<file path="src/rtl/mod_intvec_pkg.sv">
// Shared register offsets, FSM encoding and VEC field layout for the interrupt vector controller.
// Pure definitions, no logic.
package mod_intvec_pkg;

    localparam logic [31:0] OFS_MASK = 32'h0;
    localparam logic [31:0] OFS_PEND = 32'h4;
    localparam logic [31:0] OFS_VEC  = 32'h8;
    localparam logic [31:0] OFS_CTRL = 32'hC;

    localparam int VEC_INS_BIT = 31;
    localparam int VEC_ID_W    = 5;

    typedef enum logic [1:0] {
        ST_IDLE = 2'd0,
        ST_REQ  = 2'd1,
        ST_SERV = 2'd2
    } state_t;

    function automatic logic [31:0] vec_word(input logic ins, input logic [VEC_ID_W-1:0] id);
        vec_word = '0;
        vec_word[VEC_INS_BIT] = ins;
        vec_word[VEC_ID_W-1:0] = id;
    endfunction

endpackage

</file>
<file path="src/rtl/mod_intvec_pri.sv">
// Combinational circular priority search: first set request at or after start wins.
// Zero latency; no flow control.
module mod_intvec_pri
    import mod_intvec_pkg::*;
#(
    parameter int N_SRC = 8
) (
    input  logic [N_SRC-1:0]    req,
    input  logic [VEC_ID_W-1:0] start,
    output logic [VEC_ID_W-1:0] idx,
    output logic                vld
);

    int j;

    always_comb begin
        idx = '0;
        vld = 1'b0;
        j   = 0;
        for (int i = 0; i < N_SRC; i++) begin
            j = int'(start) + i;
            if (j >= N_SRC) j = j - N_SRC;
            if (!vld && req[j]) begin
                vld = 1'b1;
                idx = j[VEC_ID_W-1:0];
            end
        end
    end

endmodule

</file>
<file path="src/rtl/mod_intvec.sv">
// Vectored interrupt controller, state on negedge clk; int rises one clock after a qualifying pending source.
// No backpressure; INTVEC_ROUND_ROBIN_EN selects rotating priority, otherwise fixed lowest-index priority.
module mod_intvec
    import mod_intvec_pkg::*;
#(
    parameter int N_SRC = 8
) (
    input  logic             clk,
    input  logic             rst,
    input  logic             ie,
    input  logic             de,
    input  logic [31:0]      iaddr,
    input  logic [31:0]      daddr,
    input  logic [1:0]       drw,
    input  logic [31:0]      din,
    output logic [31:0]      iout,
    output logic [31:0]      dout,
    output logic             int_req,   // "int" is a reserved word
    input  logic             int_ack,
    input  logic [N_SRC-1:0] i_src
);

    state_t                state, state_nxt;
    logic [N_SRC-1:0]      mask, pend, src_q, src_rise, ack_clr, w1c;
    logic                  gie, vec_ins;
    logic [VEC_ID_W-1:0]   vec_id, ptr, win_idx;
    logic                  win_vld, wr, wr_mask, wr_pend, wr_vec, wr_ctrl;
    logic                  take, ack, eoi;
    logic                  unused_bits;

    assign wr      = de & drw[0];
    assign wr_mask = wr && (daddr == OFS_MASK);
    assign wr_pend = wr && (daddr == OFS_PEND);
    assign wr_vec  = wr && (daddr == OFS_VEC);
    assign wr_ctrl = wr && (daddr == OFS_CTRL);

    assign take = (state == ST_IDLE) && gie && win_vld;
    assign ack  = (state == ST_REQ) && int_ack;
    assign eoi  = (state == ST_SERV) && wr_vec;

    assign src_rise = i_src & ~src_q;
    assign ack_clr  = ack ? ({{(N_SRC-1){1'b0}}, 1'b1} << vec_id) : '0;
    assign w1c      = wr_pend ? din[N_SRC-1:0] : '0;

`ifdef INTVEC_ROUND_ROBIN_EN
    always_ff @(negedge clk or posedge rst) begin
        if (rst)
            ptr <= '0;
        else if (ack)
            ptr <= (vec_id == VEC_ID_W'(N_SRC-1)) ? '0 : vec_id + 1'b1;
    end
`else
    assign ptr = '0;
`endif

    mod_intvec_pri #(.N_SRC(N_SRC)) u_pri (
        .req   (pend & mask),
        .start (ptr),
        .idx   (win_idx),
        .vld   (win_vld)
    );

    always_comb begin
        state_nxt = state;
        case (state)
            ST_IDLE: if (take) state_nxt = ST_REQ;
            ST_REQ:  if (int_ack) state_nxt = ST_SERV;
            ST_SERV: if (eoi) state_nxt = ST_IDLE;
            default: state_nxt = ST_IDLE;
        endcase
    end

    always_ff @(negedge clk or posedge rst) begin
        if (rst) state <= ST_IDLE;
        else     state <= state_nxt;
    end

    // New edges are OR-ed in last so they survive a same-edge W1C or acknowledge.
    always_ff @(negedge clk or posedge rst) begin
        if (rst) begin
            mask    <= '0;
            pend    <= '0;
            src_q   <= '0;
            gie     <= 1'b0;
            vec_id  <= '0;
            vec_ins <= 1'b0;
        end else begin
            src_q <= i_src;
            pend  <= (pend & ~w1c & ~ack_clr) | src_rise;
            if (wr_mask) mask <= din[N_SRC-1:0];
            if (wr_ctrl)  gie <= din[0];
            else if (eoi) gie <= 1'b1;
            else if (ack) gie <= 1'b0;
            if (take) vec_id <= win_idx;
            if (ack)      vec_ins <= 1'b1;
            else if (eoi) vec_ins <= 1'b0;
        end
    end

    always_comb begin
        dout = '0;
        if (de) begin
            case (daddr)
                OFS_MASK: dout = 32'(mask);
                OFS_PEND: dout = 32'(pend);
                OFS_VEC:  dout = vec_word(vec_ins, vec_id);
                OFS_CTRL: dout = {31'd0, gie};
                default:  dout = '0;
            endcase
        end
    end

    assign iout        = '0;
    assign int_req     = (state == ST_REQ);
    assign unused_bits = ^{ie, iaddr, drw[1], din};

endmodule

</file>
<file path="config.mk">
export PLATFORM = sky130hd
export DESIGN_NAME = mod_intvec
export DESIGN_NICKNAME = d
export VERILOG_FILES = /design/src/rtl/mod_intvec_pkg.sv /design/src/rtl/mod_intvec_pri.sv /design/src/rtl/mod_intvec.sv
export SDC_FILE = /design/constraint.sdc
export NUM_CORES = 1
export LEC_CHECK = 0
export BUFFER_PORTS_ARGS = -buffer_cell sky130_fd_sc_hd__buf_2
export CAP_MARGIN = 20
export CORE_MARGIN = 2
export CORE_UTILIZATION = 40
export CTS_CLUSTER_SIZE = 24
export DETAILED_ROUTE_END_ITERATION = 8
export GPL_TIMING_DRIVEN = 0
export PLACE_DENSITY = 0.84
export SYNTH_ARGS = -nofsm -noshare
export SYNTH_HDL_FRONTEND = slang
export SYNTH_SLANG_ARGS = --single-unit
</file>
<file path="constraint.sdc">
create_clock -name clk -period 2.3 [get_ports clk]
set_input_delay 0 -clock clk [delete_from_list [all_inputs] [get_ports clk]]
set_output_delay 0 -clock clk [all_outputs]
set_load 0.005 [all_outputs]
</file>
==> impl_results.rst <==
.. list-table::
   :header-rows: 1

   * - Metric
     - Value
   * - Outcome
     - finished, violations left
   * - Failing checks
     - negative setup slack
   * - Type of the setup path with the least slack
     - register to output port
   * - Vert. Die Dim
     - 75.4 µm
   * - CP Data Arrival Time
     - between 2 and 3 ns
   * - Total buffers and inverters traversed by the critical path
     - 1
   * - Root Buffer
     - sky130_fd_sc_hd__clkbuf_8
   * - Crit path setup slack, layout
     - -0.244 ns
   * - Portion of netlist area occupied by mux cells
     - approximately 9%
   * - Largest driver fanout on the critical path
     - 2
   * - Iteration-0 DRC count of the detailed router
     - approximately 180
   * - Delay of the slowest critical-path stage
     - approximately 0.47 ns
   * - Fraction of synthesized cell area in xor and xnor cells
     - 0%
   * - Count of boundary I/O pins
     - approximately 180
   * - Synthesized instance count
     - ~230
   * - RSZ-0062 raised after global routing
     - yes
   * - Horizontal die dimension
     - 75.4 µm
   * - Global route overflow
     - 0
   * - Power density over cell area
     - between 400 and 500 mW/mm²
   * - Crit-path cells
     - mux4_2 > nor2b_1 > buf_2
   * - TritonCTS sink count
     - 31
   * - 1st-pass router iterations
     - 5
   * - Worst ir drop on vdd
     - around 420 µV
   * - Worst Tran Pin Value
     - roughly 0.77 ns
   * - Final count of hold timing violations
     - 0
   * - CTS tree
     - yes
   * - Max-cap violation count
     - 0
   * - Floorplan die area
     - ~0.0057 mm²
   * - Design area
     - around 0.0032 mm²
   * - Mapped cell area
     - 0.00204 mm²
   * - Complex-gate fraction of the synthesized area
     - a little under an eighth
   * - Worst slew margin relative to its limit
     - between 40% and 50%
   * - Post-CTS clock slew at the launch and capture registers of the worst setup and hold paths
     - 0.05 ns
   * - Site Rows
     - 25
   * - Number of register bits inferred by synthesis
     - 31
   * - Layout cell share with drive strength beyond 1
     - approximately half
   * - Setup-violating endpoint count in the final report
     - 16
   * - Core footprint
     - 0.00482 mm²
   * - Combined global-route utilization of all metal layers
     - around a fifth
   * - Slowest cell on the critical path
     - sky130_fd_sc_hd__mux4_2
   * - Detailed placer's ending HPWL
     - ~4.0 mm
   * - Hold crit path type
     - register to register
   * - Dpl cell area
     - 0.00271 mm²
   * - Cell variety after synth
     - 36
   * - Power after layout
     - between 1000 and 1500 µW
   * - FILL cells
     - between 300 and 400
   * - Clock H-tree levels
     - 2
   * - Total count of max-transition violations in the final report
     - 0
   * - Count of warnings emitted by yosys
     - 0
   * - Sort of element at the end of the critical path
     - output port
   * - Commonest cells after routing, fill and taps aside
     - sky130_fd_sc_hd__buf_4, sky130_fd_sc_hd__buf_2, sky130_fd_sc_hd__conb_1
   * - Largest buffer count on any clock path
     - 2
   * - Final RePlAce weighted congestion
     - ~0.86
   * - Number of antenna repair diodes
     - 0
   * - Leading cell type in the layout, fill and taps excluded
     - sky130_fd_sc_hd__buf_4
   * - Post-Route Setup TNS
     - -2.16 ns
   * - Static leakage
     - roughly 0.0017 µW
   * - Post-Synth Simple-Gate Area
     - between 10% and 20%
   * - Number of vias per cell after detailed routing
     - 4.57
   * - Net total in the final layout
     - 480
   * - Port buffer count
     - just over 60
   * - Routed WL per cell
     - 14.0 µm
   * - Worst Clk Skew
     - approximately 0.0039 ns
   * - Hold WS
     - approximately 0.40 ns
   * - Initial antenna violation count
     - 0
   * - Combinational family with the most area after synthesis
     - buffers and inverters
   * - Top delay family on crit path
     - multiplexers
   * - Part of the Yosys area used for sequential elements
     - 38.1%
   * - Pre-CTS setup slack
     - -0.725 ns
   * - Largest net degree at the start of global routing
     - 17
   * - Kind of launch point of the worst setup path
     - register
   * - Adder and majority gate portion of the synthesized area
     - 0%
   * - Number of design rule violations left after detail routing
     - 0
   * - Skew-Pair Late Insertion Delay
     - around 0.29 ns
   * - Worst EP required
     - between 2 and 2.5 ns
   * - Antenna violation net count after detailed routing
     - 0
   * - Number of global-route vias before repair
     - approximately 1800
   * - CTS buffer count
     - 5
   * - Global-route wire length before repair
     - between 8 and 9 mm
   * - Starting Density
     - 42.3%
   * - Final WL
     - around 6 mm
   * - Area delta synth->final
     - 57.9%
   * - Mapped Avg Cell Area
     - around 9.1 µm²
   * - Vias
     - between 1500 and 2000
## synthesized netlist by cell type, drive strengths merged
| master | n | area (µm²) |
|---|---|---|
| nand2b | 2 | 12.5 |
| a21oi | 3 | 15.0 |
| a221oi | 2 | 17.5 |
| and3b | 2 | 17.5 |
| dfrtn | 31 | 776 |
| a32o | 1 | 10.0 |
| mux2i | 7 | 70.1 |
| nand3 | 1 | 5.00 |
| a211oi | 3 | 22.5 |
| nand2 | 23 | 86.3 |
| nor2b | 2 | 12.5 |
| or2 | 1 | 6.26 |
| o21ai | 8 | 40.0 |
| clkbuf | 4 | 15.0 |
| nand4 | 2 | 12.5 |
| o32a | 1 | 10.0 |
| mux4 | 1 | 22.5 |
| nor2 | 8 | 30.0 |
| nor4 | 8 | 65.1 |
| mux2 | 8 | 90.1 |
| nor3 | 15 | 75.1 |
| inv | 14 | 52.6 |
| a22o | 2 | 17.5 |
| a31o | 1 | 8.76 |
| a31oi | 2 | 12.5 |
| or3 | 1 | 6.26 |
| buf | 57 | 420 |
| o31ai | 2 | 15.0 |
| o21bai | 1 | 7.51 |
| nor4b | 2 | 23.8 |
| o22ai | 8 | 50.1 |
| conb | 1 | 3.75 |
| a22oi | 1 | 7.51 |
## final timing paths
| kind | cells past startpoint | slack, ns | end | start |
|---|---|---|---|---|
| worst max-delay path | 3 | -0.24 | dout[0] | pend[0] |
| worst min-delay path | 1 | 0.40 | pend[5] | src_q[5] |
| worst max register to register | 6 | 0.61 | state[0] | mask[2] |
| worst min register to register | 1 | 0.40 | pend[5] | src_q[5] |
| max in group asynchronous | 3 | 0.91 | src_q[3] | rst |
| min in group asynchronous | 2 | 0.84 | pend[7] | rst |
## power by group
part / leakage (µW) / internal (µW) / switching [µW]
clock network: 0.0000612 / 350 / 214
registers: 0.000373 / 556 / 2.76
logic: 0.00130 / 115 / 97.5
## worst reg2reg max path: stages (launching register included)
cell and delay [ns]:
sky130_fd_sc_hd__dfrtn_1 0.36, sky130_fd_sc_hd__buf_4 0.14, sky130_fd_sc_hd__buf_4 0.13, sky130_fd_sc_hd__a22o_1 0.23, sky130_fd_sc_hd__a211oi_1 0.32, sky130_fd_sc_hd__a31o_2 0.27
sky130_fd_sc_hd__o21ai_0 0.09
## stage by stage
| step | util (%) | instances |
|---|---|---|
| after global routing | 66.8 | 437 |
| final | 66.8 | 437 |
| after floorplan | - | 279 |
| after detailed placement | 56.3 | 409 |
| after global placement | 55.7 | 408 |
| after CTS | 62.4 | 429 |
## sequential cells by signal, summed over array words and instances (netlist names)
signal / cells
gie: 1
mask: 8
pend: 8
src_q: 8
state: 2
vec_id: 3
vec_ins: 1
## per-layer routing
layer / track usage, % / wire length (µm) / vias to the layer above / part of all wire [%]
met5: 0 / 0 / - / 0
met4: 8.38 / 197 / 0 / 3.2
met3: 4.63 / 532 / 27 / 8.7
met2: 33.9 / 3160 / 132 / 51
met1: 23.7 / 2250 / 875 / 37
li1: - / - / 962 / -
## repair_timing
item / CTS / global route
hold buffers: 0 / 0
setup buffers: 13 / 7
endpoints found under the setup margin: 15 / 28
gates resized for setup: 15 / 27
pin swaps: 5 / 23
gates cloned: 0 / 1
## logic make-up after synthesis
family | count (synthesis)
buf+inv | 75
other cells | 1
flops | 31
simple gates | 67
mux | 16
compound gates | 35
## area by class of cell
cell class	count	area (µm²)	area share, %
Timing Repair Buffer	84	552	17.2
Buffer	60	455	14.2
Multi-Input combinational cell	173	1180	36.7
Clock buffer	6	82.6	2.57
Sequential cell	31	776	24.1
Inverter	14	52.6	1.63
Tap cell	67	83.8	2.61
Clock inverter	2	35.0	1.09
Note: power is estimated with default switching activity, not from simulation.
